===== src/rtl/ej32_pkg.sv =====
`default_nettype none
// ============================================================================
//  Module      : ej32_pkg
//  Description : Shared types and constants for the eJ32 instruction fetch
//                path: fetch FSM state encoding and default queue depth.
//  Revision    : 1.0  initial release
// ============================================================================
package ej32_pkg;

    // Default prefetch queue depth in bytes (power of two, >= 2).
    localparam int FETCH_DEPTH = 4;

    // Fetch unit state machine.
    typedef enum logic [1:0] {
        IDLE  = 2'd0,   // just out of reset, no fetching yet
        RUN   = 2'd1,   // normal prefetch
        DRAIN = 2'd2    // dropping responses made stale by a redirect
    } fetch_st_t;

endpackage
`default_nettype wire


===== src/rtl/ej32_bfifo.sv =====
`default_nettype none
// ============================================================================
//  Module      : ej32_bfifo
//  Description : DEPTH x 8 byte queue with push, pop, flush and a
//                combinational head read. No overflow protection: the owner
//                guarantees a push never lands on a full queue.
//  Ports       : clk, rst (async active-low)
//                flush       empty the queue (wins over push/pop)
//                push, din   write din at the tail
//                pop         advance the head
//                head        byte at the head (undefined when cnt==0)
//                cnt         number of bytes held
//  Revision    : 1.0  initial release
// ============================================================================
module ej32_bfifo #(
    parameter int DEPTH = 4,
    parameter int CW    = $clog2(DEPTH + 1)
) (
    input  logic          clk,
    input  logic          rst,
    input  logic          flush,
    input  logic          push,
    input  logic [7:0]    din,
    input  logic          pop,
    output logic [7:0]    head,
    output logic [CW-1:0] cnt
);

    localparam int PW = $clog2(DEPTH);

    logic [7:0]    r_mem [DEPTH];
    logic [PW-1:0] r_wp;
    logic [PW-1:0] r_rp;
    logic [CW-1:0] r_cnt;

    // Pointers wrap naturally because DEPTH is a power of two.
    always_ff @(posedge clk or negedge rst) begin
        if (!rst) begin
            r_wp  <= '0;
            r_rp  <= '0;
            r_cnt <= '0;
        end else if (flush) begin
            r_wp  <= '0;
            r_rp  <= '0;
            r_cnt <= '0;
        end else begin
            if (push) r_wp <= r_wp + PW'(1);
            if (pop)  r_rp <= r_rp + PW'(1);
            r_cnt <= r_cnt + CW'(push) - CW'(pop);
        end
    end

    // Storage needs no reset; occupancy is tracked by r_cnt.
    always_ff @(posedge clk) begin
        if (push && !flush) r_mem[r_wp] <= din;
    end

    assign head = r_mem[r_rp];
    assign cnt  = r_cnt;

endmodule
`default_nettype wire


===== src/rtl/ej32_fetch.sv =====
`default_nettype none
// ============================================================================
//  Module      : ej32_fetch
//  Description : eJ32 instruction fetch unit. Prefetches bytecode into a
//                small byte queue, presents the head byte and its address to
//                the decoder, and redirects on BR loads while discarding
//                responses to requests issued before the redirect.
//  Ports       : clk, rst (async active-low)
//                p_inc              decoder consumed the head byte
//                br_ld, br_pc       redirect strobe / target
//                data, pc, vld      head byte, its address, valid
//                mem_req, mem_addr  registered read request
//                mem_gnt            request accepted this cycle
//                mem_rvld, mem_dat  in-order read data return
//  Revision    : 1.0  initial release
// ============================================================================
module ej32_fetch
    import ej32_pkg::*;
#(
    parameter int AW    = 17,
    parameter int DEPTH = FETCH_DEPTH
) (
    input  logic          clk,
    input  logic          rst,
    input  logic          p_inc,
    input  logic          br_ld,
    input  logic [AW-1:0] br_pc,
    output logic [7:0]    data,
    output logic [AW-1:0] pc,
    output logic          vld,
    output logic          mem_req,
    output logic [AW-1:0] mem_addr,
    input  logic          mem_gnt,
    input  logic          mem_rvld,
    input  logic [7:0]    mem_dat
);

    localparam int            CW      = $clog2(DEPTH + 1);
    localparam logic [CW:0]   c_depth = (CW + 1)'(DEPTH);

    fetch_st_t     r_st, w_st_n;
    logic [AW-1:0] r_fa, w_fa_n;
    logic [AW-1:0] r_pc;
    logic [AW-1:0] r_mem_addr;
    logic          r_mem_req, w_req_n;
    logic [CW-1:0] r_out, w_out_n;
    logic [CW-1:0] r_stale, w_stale_n;
    logic [CW-1:0] w_cnt, w_cnt_n;
    logic          w_acc, w_rvld, w_push, w_pop;
    logic [7:0]    w_head;

    assign w_acc  = r_mem_req & mem_gnt;
    // A response only counts against a request we actually have in flight;
    // anything else (e.g. left over from before a reset) is ignored.
    assign w_rvld = mem_rvld & (r_st != IDLE) & (r_out != '0);
    assign vld    = (r_st == RUN) & (w_cnt != '0);
    assign w_push = w_rvld & (r_st == RUN) & ~br_ld;
    assign w_pop  = p_inc & vld & ~br_ld;

    assign w_out_n = r_out + CW'(w_acc) - CW'(w_rvld);
    assign w_fa_n  = br_ld ? br_pc : r_fa + AW'(w_acc);
    assign w_cnt_n = br_ld ? '0 : w_cnt + CW'(w_push) - CW'(w_pop);

    // Credit rule: occupancy plus in-flight requests never exceeds DEPTH,
    // so every response has a free slot. The first RUN cycle after IDLE
    // issues nothing, giving one cycle of fetch latency after reset.
    assign w_req_n = (r_st != IDLE) && (w_st_n == RUN) &&
                     (({1'b0, w_cnt_n} + {1'b0, w_out_n}) < c_depth);

    always_comb begin
        w_st_n    = r_st;
        w_stale_n = r_stale;
        if (br_ld) begin
            // Everything still in flight after this edge is stale.
            w_stale_n = w_out_n;
            w_st_n    = (w_out_n != '0) ? DRAIN : RUN;
        end else begin
            case (r_st)
                IDLE:  w_st_n = RUN;
                RUN:   w_st_n = RUN;
                DRAIN: begin
                    if (w_rvld) begin
                        w_stale_n = r_stale - CW'(1);
                        if (r_stale == CW'(1)) w_st_n = RUN;
                    end
                end
                default: w_st_n = IDLE;
            endcase
        end
    end

    always_ff @(posedge clk or negedge rst) begin
        if (!rst) begin
            r_st       <= IDLE;
            r_fa       <= '0;
            r_pc       <= '0;
            r_out      <= '0;
            r_stale    <= '0;
            r_mem_req  <= 1'b0;
            r_mem_addr <= '0;
        end else begin
            r_st       <= w_st_n;
            r_fa       <= w_fa_n;
            r_pc       <= br_ld ? br_pc : r_pc + AW'(w_pop);
            r_out      <= w_out_n;
            r_stale    <= w_stale_n;
            r_mem_req  <= w_req_n;
            r_mem_addr <= w_fa_n;
        end
    end

    ej32_bfifo #(
        .DEPTH (DEPTH),
        .CW    (CW)
    ) u_bfifo (
        .clk   (clk),
        .rst   (rst),
        .flush (br_ld),
        .push  (w_push),
        .din   (mem_dat),
        .pop   (w_pop),
        .head  (w_head),
        .cnt   (w_cnt)
    );

    assign data     = vld ? w_head : 8'h00;
    assign pc       = r_pc;
    assign mem_req  = r_mem_req;
    assign mem_addr = r_mem_addr;

    a_no_overflow: assert property (@(posedge clk) disable iff (!rst)
        w_push |-> (w_cnt != CW'(DEPTH)));

endmodule
`default_nettype wire

===== config.mk =====
export PLATFORM = sky130hd
export DESIGN_NAME = ej32_fetch
export DESIGN_NICKNAME = d
export VERILOG_FILES = /design/src/rtl/ej32_pkg.sv /design/src/rtl/ej32_bfifo.sv /design/src/rtl/ej32_fetch.sv
export SDC_FILE = /design/constraint.sdc
export NUM_CORES = 1
export LEC_CHECK = 0
export ABC_AREA = 1
export CORE_ASPECT_RATIO = 0.7
export CORE_MARGIN = 1.5
export CORE_UTILIZATION = 54
export DETAILED_ROUTE_END_ITERATION = 8
export PLACE_DENSITY = 0.81
export SLEW_MARGIN = 20
export SYNTH_ARGS = -nofsm -noshare
export SYNTH_HDL_FRONTEND = slang
export SYNTH_HIERARCHICAL = 1
export SYNTH_SLANG_ARGS = --single-unit

===== constraint.sdc =====
create_clock -name clk -period 6.36 [get_ports clk]
set_input_delay 1.908 -clock clk [delete_from_list [all_inputs] [get_ports clk]]
set_output_delay 1.908 -clock clk [all_outputs]
set_load 0.005 [all_outputs]

Word level (Yosys, flattened, before mapping)
Memories as Yosys holds them, arrays and structs flattened.
Cells that the tools add are included.

word-level totals
  register bits = 50
  latch bits = 0
  RAM bits = 32
  ROM bits = 0
  input bits = 31
  output and inout bits = 44
  logic and storage cells = 67
  memories = 1

memories
  name           depth  bits a word  rd ports  clocked after Yosys merged registers in  write ports  line              text
  u_bfifo.r_mem  4      8            1         0                                        1            ej32_bfifo.sv:31  logic [7:0] r_mem [DEPTH];

operators by class
  add/sub/neg operators = 10
  $mul = 0
  divide/modulo/power cells = 0
  magnitude comparators = 1
  equal/unequal tests = 4
  shift-type cells = 0
  mux-type cells = 18
  bitwise operators = 9
  reductions and logical operators = 15

operator list
  operator                                                                      count
  17-bit by 1-bit adder with 17-bit output                                      2
  17-bit 2-to-1 mux                                                             2
  2-bit 2-to-1 mux                                                              8
  3-bit 2-to-1 mux                                                              4
  2-bit nonzero test                                                            5
  3-bit nonzero test                                                            3
  1-bit bitwise AND                                                             8
  8-bit 2-to-1 mux                                                              1
  3-bit by 1-bit adder with 3-bit output                                        2
  3-bit by 1-bit subtractor with 3-bit output                                   2
  2-bit by 1-bit adder with 2-bit output, second input constant                 2
  3-bit by 3-bit adder with 4-bit output                                        1
  2-bit by 1-bit == test with 1-bit output, second input constant               2
  4-bit by 3-bit less-than comparator with 1-bit output, second input constant  1
  2-bit one-hot mux with 2 select lines                                         1
  3-bit by 1-bit == test with 1-bit output, second input constant               1
  1-bit logical AND                                                             3
  3-bit by 1-bit subtractor with 3-bit output, second input constant            1
  2-bit == test, second input constant                                          1
  2-bit zero test                                                               1
  1-bit 2-to-1 mux                                                              2
  2-bit AND reduction                                                           1
  2-bit OR reduction                                                            1
  1-bit zero test                                                               1
  1-bit inverter                                                                1

Logic depth before layout (Yosys ltp)
Gate-level depths: netlist (run 1).

  depth in word-level cells = 11
  gate-level depth with buffers = 16
  mapped depth without buffers = 16

Hierarchy
Netlist (run 1), hierarchy kept.

modules (own cells, without submodules)
  module      times used  cells each  area an instance (µm²)  sequential area each (µm²)
  ej32_fetch  1           354         2673.8                  1076.0
  ej32_bfifo  1           145         1707.9                  1136.1

Worst setup path before layout (run 1)
No wires, ideal clock.

  path kind = input to register
  start = input mem_rvld
  end = register r_mem_req (netlist: mem_req)
  library setup time = 0.071 ns
  arrival = 3.993 ns
  data required time = 6.289 ns
  path slack = 2.295 ns
  stages = 14
  buffers on the path = 0
  cell sequence = inv_1 -> nor2_1 -> nand2_1 -> inv_2 -> ha_1 -> inv_1 -> ha_1 -> fa_1 -> xnor2_1 -> xor2_1 -> ha_1 -> nor4_1 -> nand3_1 -> nor2_1

on the way
  elaborated cells between the ends (all ways) = 18
  classes of those cells = add/sub (4); order compare (1); eq/ne (1); mux (5); bitwise (4); reduce/logical (3)

RTL lines
  what                                                                                            line               text
  start: declaration                                                                              ej32_fetch.sv:34   input logic mem_rvld,
  1-bit bitwise AND * (2 in a row)                                                                ej32_fetch.sv:55   assign w_rvld = mem_rvld & (r_st != IDLE) & (r_out != '0);
  3-bit by 1-bit subtractor with 3-bit output *                                                   ej32_fetch.sv:60   assign w_out_n = r_out + CW'(w_acc) - CW'(w_rvld);
  net w_out_n[2]                                                                                  ej32_fetch.sv:46   logic [CW-1:0] r_out, w_out_n;
  parallel branches: the longest is 5 deep, another holds 3-bit by 3-bit adder with 4-bit output  n/a
  1-bit logical AND *                                                                             ej32_fetch.sv:67   assign w_req_n = (r_st != IDLE) && (w_st_n == RUN) &&
  net w_req_n                                                                                     ej32_fetch.sv:45   logic r_mem_req, w_req_n;
  end signal: assignment                                                                          ej32_fetch.sv:107  r_mem_req <= w_req_n;
  end: declaration                                                                                ej32_fetch.sv:45

Mark *: on every way through the listed nets, which the timed path passes.
A chain may end at the register's enable or synchronous reset.

Worst setup path after layout (run 1)
  start = input br_ld
  end = register r_mem_req (netlist: mem_req)

on the way
  elaborated cells between the ends (all ways) = 12
  classes of those cells = add/sub (3); order compare (1); eq/ne (1); mux (2); bitwise (3); reduce/logical (2)

RTL lines
  what                                                   line              text
  start: declaration                                     ej32_fetch.sv:26  input logic br_ld,
  1-bit inverter                                         ej32_fetch.sv:58  assign w_pop = p_inc & vld & ~br_ld;
  1-bit bitwise AND                                      ej32_fetch.sv:58
  net w_pop                                              ej32_fetch.sv:49  logic w_acc, w_rvld, w_push, w_pop;
  3-bit by 1-bit subtractor with 3-bit output            ej32_fetch.sv:62  assign w_cnt_n = br_ld ? '0 : w_cnt + CW'(w_push) - CW'(w_pop);
  3-bit 2-to-1 mux                                       ej32_fetch.sv:62
  3-bit by 3-bit adder with 4-bit output                 ej32_fetch.sv:68  (({1'b0, w_cnt_n} + {1'b0, w_out_n}) < c_depth);
  4-bit by 3-bit less-than comparator with 1-bit output  ej32_fetch.sv:68
  1-bit logical AND                                      ej32_fetch.sv:67
  net w_req_n                                            ej32_fetch.sv:45

The timed path passes the listed nets, and every way through them passes these cells.

==> impl_metrics.json, run 1 <==
{
  "drc": 0,
  "rrSetupSlack_ps": 3360,
  "min_path_type": "reg -> reg",
  "post-cts-setup-buffers": 0,
  "relSlewSlack_pct": 33.1,
  "grt_max_degree": 51,
  "status": "completed",
  "io_buffers": 74,
  "rsz0062_at_grt": "false",
  "cts.repair.resized": 0,
  "final_common_cell": "nand2_1",
  "syn_to_final_growth_pct": 24.2,
  "die_h_um": 78.4,
  "synth_area_leaders": "dfrtp_1 (29%), edfxtp_1 (22%), nand2_1 (9.9%)",
  "tightest_slew_ps": 1000,
  "final_cell_mix": "nand2_1 (115), inv_1 (83), clkdlybuf4s50_1 (73)",
  "synth_top_area_share_pct": 28.6,
  "required_ps": 6630,
  "fin_tns_setup_ps": 0,
  "io_pins": 75,
  "syn_area_per_cell_um2": 8.78,
  "vias": 3661,
  "yosysUniqueCellTypes": 37,
  "slew_viol_final": 0,
  "startpoint_type": "primary input",
  "antenna_found_initial": 0,
  "die_area_um2": 8670,
  "cts-hold-fix-buffers": 0,
  "die_w_um": 111,
  "syn_nets": 549,
  "drive_gt1_share_pct": 6.21,
  "core_area_um2": 7870,
  "routed_via_density": 5.38,
  "max-vdd-ir-drop_uv": 205,
  "grt_pass1_vias": 3600,
  "drt_iter0_drc": 294,
  "yosysWarnings": 6,
  "fin_crit_sh_pct": 69.1,
  "clockBufferDepth": 2,
  "clock_sinks": 82,
  "crit_type": "in -> reg",
  "grt_pass1_wl_um": 17200,
  "syn_inst": 499,
  "place_inst": 665,
  "row_count": 27,
  "ys_seq_elements": 82,
  "ant_nets": 0,
  "max_cap_violations": 0,
  "path_clk_slew_ps": 60,
  "routedWlPerCell_um": 14.8,
  "wl_um": 10100,
  "final_cells": 681,
  "gp_congestion": 0.939,
  "crit_fanout": 41,
  "power_density_nw_per_um2": 272,
  "power.leakage_nw": 2.51,
  "dp_hpwl_um": 7170,
  "timing.fmax_ghz": 0.227,
  "start_util_pct": 55.7,
  "cts_made_buffers": 9,
  "cts_tree": "yes",
  "fin_skew_ps": 6.13,
  "hold_viol": 0,
  "grt_usage_pct": 25.7,
  "insertedDiodeCount": 0,
  "ys_seq_area_share_pct": 50.5,
  "dr.pass1.iters": 6,
  "clock_latency_ps": 340,
  "h-tree-depth": 3,
  "finalSetupViolCount": 0,
  "globalRouteOverflowTotal": 0,
  "syn_area_um2": 4380,
  "critPathCaptureType": "flop",
  "nets": 625,
  "synth_top_area_cell": "dfrtp_1",
  "post-route-min-period_ps": 4400,
  "ctsRootBufferMaster": "clkbuf_16",
  "cp_data_arrival_time_ps": 4670
}
## final cells by class
class | count | area [µm²]
sequential | 82 | 2210
tap | 101 | 126
inverter | 88 | 330
clock inverter | 2 | 12.5
timing repair buffer | 76 | 751
multi-input combinational | 318 | 1760
clock buffer | 14 | 254
fill | 615 | 2430
## stage by stage
step	total power [mW]	hold WS (ps)	cell area, µm²	utilization (%)	setup slack, ps
global placement	0.999	530	5170	65.7	1680
floorplan	0.875	489	4380	-	2300
detailed placement	1.01	525	5170	65.7	1590
finish	1.48	555	5440	69.1	1960
global route	1.57	574	5440	69.1	1740
CTS	1.49	550	5440	69.1	1970
## layer usage
layer	GRT usage [%]	vias to the layer above	wire, µm
met5	0	-	0
met4	12.6	0	294
met1	34.6	1708	4500
met2	39.5	153	4500
met3	6.25	27	756
li1	-	1773	-
## kinds of logic (layout without fill, tap and decap cells)
logic type	Yosys count	in the layout	synth area share, %
fa+ha+maj	19	19	5.94
compound gates	72	72	9.57
flops	82	82	50.5
simple gates	216	216	22.4
xor+xnor	11	11	2.20
buf+inv	99	180	9.45
## sequential cells by signal, summed over array words and instances (netlist names)
signal	flops
mem_req	1
u_bfifo/cnt	3
mem_addr	17
u_bfifo/r_mem	32
pc	17
r_stale	3
u_bfifo/r_wp	2
r_out	3
r_st	2
u_bfifo/r_rp	2
## worst max-delay path, stage by stage
cell	delay [ps]
clkdlybuf4s50_1	450
buf_4	370
nor2_4	90
nand2_1	100
inv_1	100
nand2_1	120
nand2_1	70
ha_1	190
fa_1	370
xor2_1	160
nor2_1	50
ha_1	280
nor4_1	220
nand3_1	100
nor2_1	80
## path summary, 6_finish.rpt
check / startpoint / to / cells after the start
worst max-delay path: br_ld / mem_req / 15
worst min-delay path: r_out[2] / r_out[2] / 1
worst max register to register: r_st[1] / mem_req / 14
worst min register to register: r_out[2] / r_out[2] / 1
max in group asynchronous: rst / u_bfifo/cnt[2] / 2
min in group asynchronous: rst / pc[3] / 2
## where the power goes
| group | internal (mW) | total [mW] | switching (mW) | leakage, nW |
|---|---|---|---|---|
| Sequential | 0.606 | 0.659 | 0.0534 | 0.906 |
| Clock | 0.275 | 0.470 | 0.196 | 0.127 |
| Combinational | 0.158 | 0.351 | 0.193 | 1.47 |
| Total | 1.04 | 1.48 | 0.442 | 2.51 |
## cells in the mapped netlist
cell        n
nand2_1   115
inv_1      83
dfrtp_1    50
nor2_1     41
edfxtp_1   32
o21ai_0    32
nand3_1    29
ha_1       16
o211ai_1   16
xor2_1     10
a21oi_1     9
nand4_1     9
inv_2       5
nor2_2      5
o21ai_1     5
buf_6       4
clkbuf_1    4
a31oi_1     3
fa_1        3
nor2_4      3
buf_2       2
nand3_2     2
nor3_1      2
nor3_2      2
nor3b_1     2
o21bai_1    2
o22ai_1     2
o31ai_1     2
a21o_1      1
clkbuf_8    1
nand2_2     1
nand4_4     1
nor3_4      1
nor4_1      1
or2_0       1
or2_2       1
xnor2_1     1
Note: power is estimated with default switching activity, not from simulation.
==> run 2: changes to the inputs <==
CORE_UTILIZATION = 53   (was 54)
PLACE_DENSITY = 0.8   (was 0.81)
clock period = 4.3 ns   (was 6.36 ns; I/O delays follow)
==> run 2 against run 1 <==
  * Clock power increased by 74%
  * Setup slack got worse by 1400 ps
  * Clock skew is 5.6 ps higher
  * Final cell count up 0.15%
  * Non-clock buffer count up 1
  * First-iteration DRC count rose by 13%
  * Hold slack gained 3.5 ps
  * Clock-buffer cell count shrank 5
  * Critical endpoint unchanged
==> impl_metrics.json, run 2 (same netlist as run 1, synthesis figures left out) <==
{
  "clock_latency_ps": 340,
  "start_util_pct": 55.2,
  "r2r_end": "mem_req",
  "final_cells": 682,
  "gp_congestion": 0.883,
  "drc": 0,
  "drive_gt1_share_pct": 6.88,
  "crit_end": "mem_req",
  "power_density_nw_per_um2": 421,
  "total_power_mw": 2.32,
  "final_common_cell": "nand2_1",
  "wl_um": 10300,
  "cts_made_buffers": 9,
  "fillers": 603,
  "power.leakage_nw": 2.54,
  "max_cap_violations": 0,
  "syn_to_final_growth_pct": 25.6,
  "timing.fmax_ghz": 0.266,
  "dr.pass1.iters": 5,
  "antenna_found_initial": 0,
  "path_clk_slew_ps": 70,
  "reg2reg_from": "r_st[1]",
  "fin_crit_sh_pct": 87.5,
  "fin_tns_setup_ps": 0,
  "place_inst": 666,
  "insertedDiodeCount": 0,
  "final_cell_mix": "nand2_1 (115), inv_1 (83), clkdlybuf4s50_1 (73)",
  "multi_input_area_um2": 1760,
  "io_pins": 75,
  "slew_viol_final": 0,
  "relSlewSlack_pct": 35.7,
  "grt_max_degree": 43,
  "nets": 626,
  "required_ps": 4580,
  "grt_pass1_wl_um": 17300,
  "worstSetupStartpoint": "mem_rvld",
  "ant_nets": 0,
  "die_h_um": 79.1,
  "dp_hpwl_um": 7450,
  "cts-hold-fix-buffers": 0,
  "core_area_um2": 7940,
  "status": "completed",
  "io_buffers": 74,
  "vias": 3592,
  "rsz0062_at_grt": "false",
  "hold_viol": 0,
  "h-tree-depth": 3,
  "tightest_slew_ps": 964,
  "critPathCaptureType": "flop",
  "globalRouteOverflowTotal": 0,
  "cts_tree": "yes",
  "routed_via_density": 5.27,
  "die_area_um2": 8830,
  "clock_sinks": 82,
  "startpoint_type": "primary input",
  "cp_data_arrival_time_ps": 4040,
  "largest_reg_flops": 32,
  "die_w_um": 112,
  "min_path_type": "reg -> reg",
  "drt_iter0_drc": 332,
  "ctsRootBufferMaster": "clkbuf_16",
  "grt_usage_pct": 25.6,
  "crit_fanout": 4,
  "grt_pass1_vias": 3483,
  "layout.area.seq_um2": 2210,
  "fin_skew_ps": 11.7,
  "post-cts-setup-buffers": 0,
  "clockBufferDepth": 2,
  "rrSetupSlack_ps": 1200,
  "cts.repair.resized": 0,
  "finalSetupViolCount": 0,
  "post-route-min-period_ps": 3760,
  "largest_register": "u_bfifo/r_mem",
  "routedWlPerCell_um": 15.1,
  "reg2reg_depth": 14,
  "row_count": 27,
  "crit_type": "in -> reg",
  "max-vdd-ir-drop_uv": 376
}
[run 2: layout make-up]
class                      instances  area share (%)
clock buffer                       9            4.09
clock inverter                     7            1.70
inverter                          88            6.00
multi-input combinational        318            31.9
sequential                        82            40.2
tap                              101            2.30
timing repair buffer              77            13.8
[run 2: power by group]
group          leakage, nW  switching (mW)  internal [mW]
registers            0.906          0.0784          0.895
logic                 1.48           0.291          0.235
clock network        0.153           0.310          0.507
[run 2: worst max-delay path: stages]
cell and delay, ps:
clkdlybuf4s50_1 400, inv_1 50, nor2_1 40, nand2_1 90, inv_2 50, ha_1 270, inv_1 40, ha_1 190
fa_1 380, xnor2_1 170, xor2_1 330, ha_1 300, nor4_1 240, nand3_1 110, nor2_1 90
[run 2: routing by layer]
metal  track usage, %  wire (µm)  vias to the layer above
li1                 -          -                     1781
met1             36.1       4830                     1683
met2             39.7       4790                      116
met3             7.18        593                       12
met4             6.20         95                        0
met5                0          0                        -
[run 2: through the flow]
step / hold WS, ps / instance area (µm²) / util, % / setup WS [ps]
after CTS: 549 / 5500 / 69.3 / 562
final: 558 / 5500 / 69.3 / 536
after detailed placement: 530 / 5180 / 65.3 / 175
after global placement: 528 / 5180 / 65.3 / 326
after global routing: 587 / 5500 / 69.3 / 261
after floorplan: 489 / 4380 / - / 853
[run 2: worst min-delay path by stage]
| stage | startpoint | end | slack, ps | cells past startpoint |
|---|---|---|---|---|
| final | r_out[2] | r_out[2] | 560 | 1 |
| after global routing | r_out[2] | r_out[2] | 590 | 1 |
| after CTS | r_out[2] | r_out[2] | 550 | 1 |
| after detailed placement | r_out[2] | r_out[2] | 530 | 1 |
| after global placement | r_out[2] | r_out[2] | 530 | 1 |
| after floorplan | r_out[2] | r_out[2] | 490 | 1 |
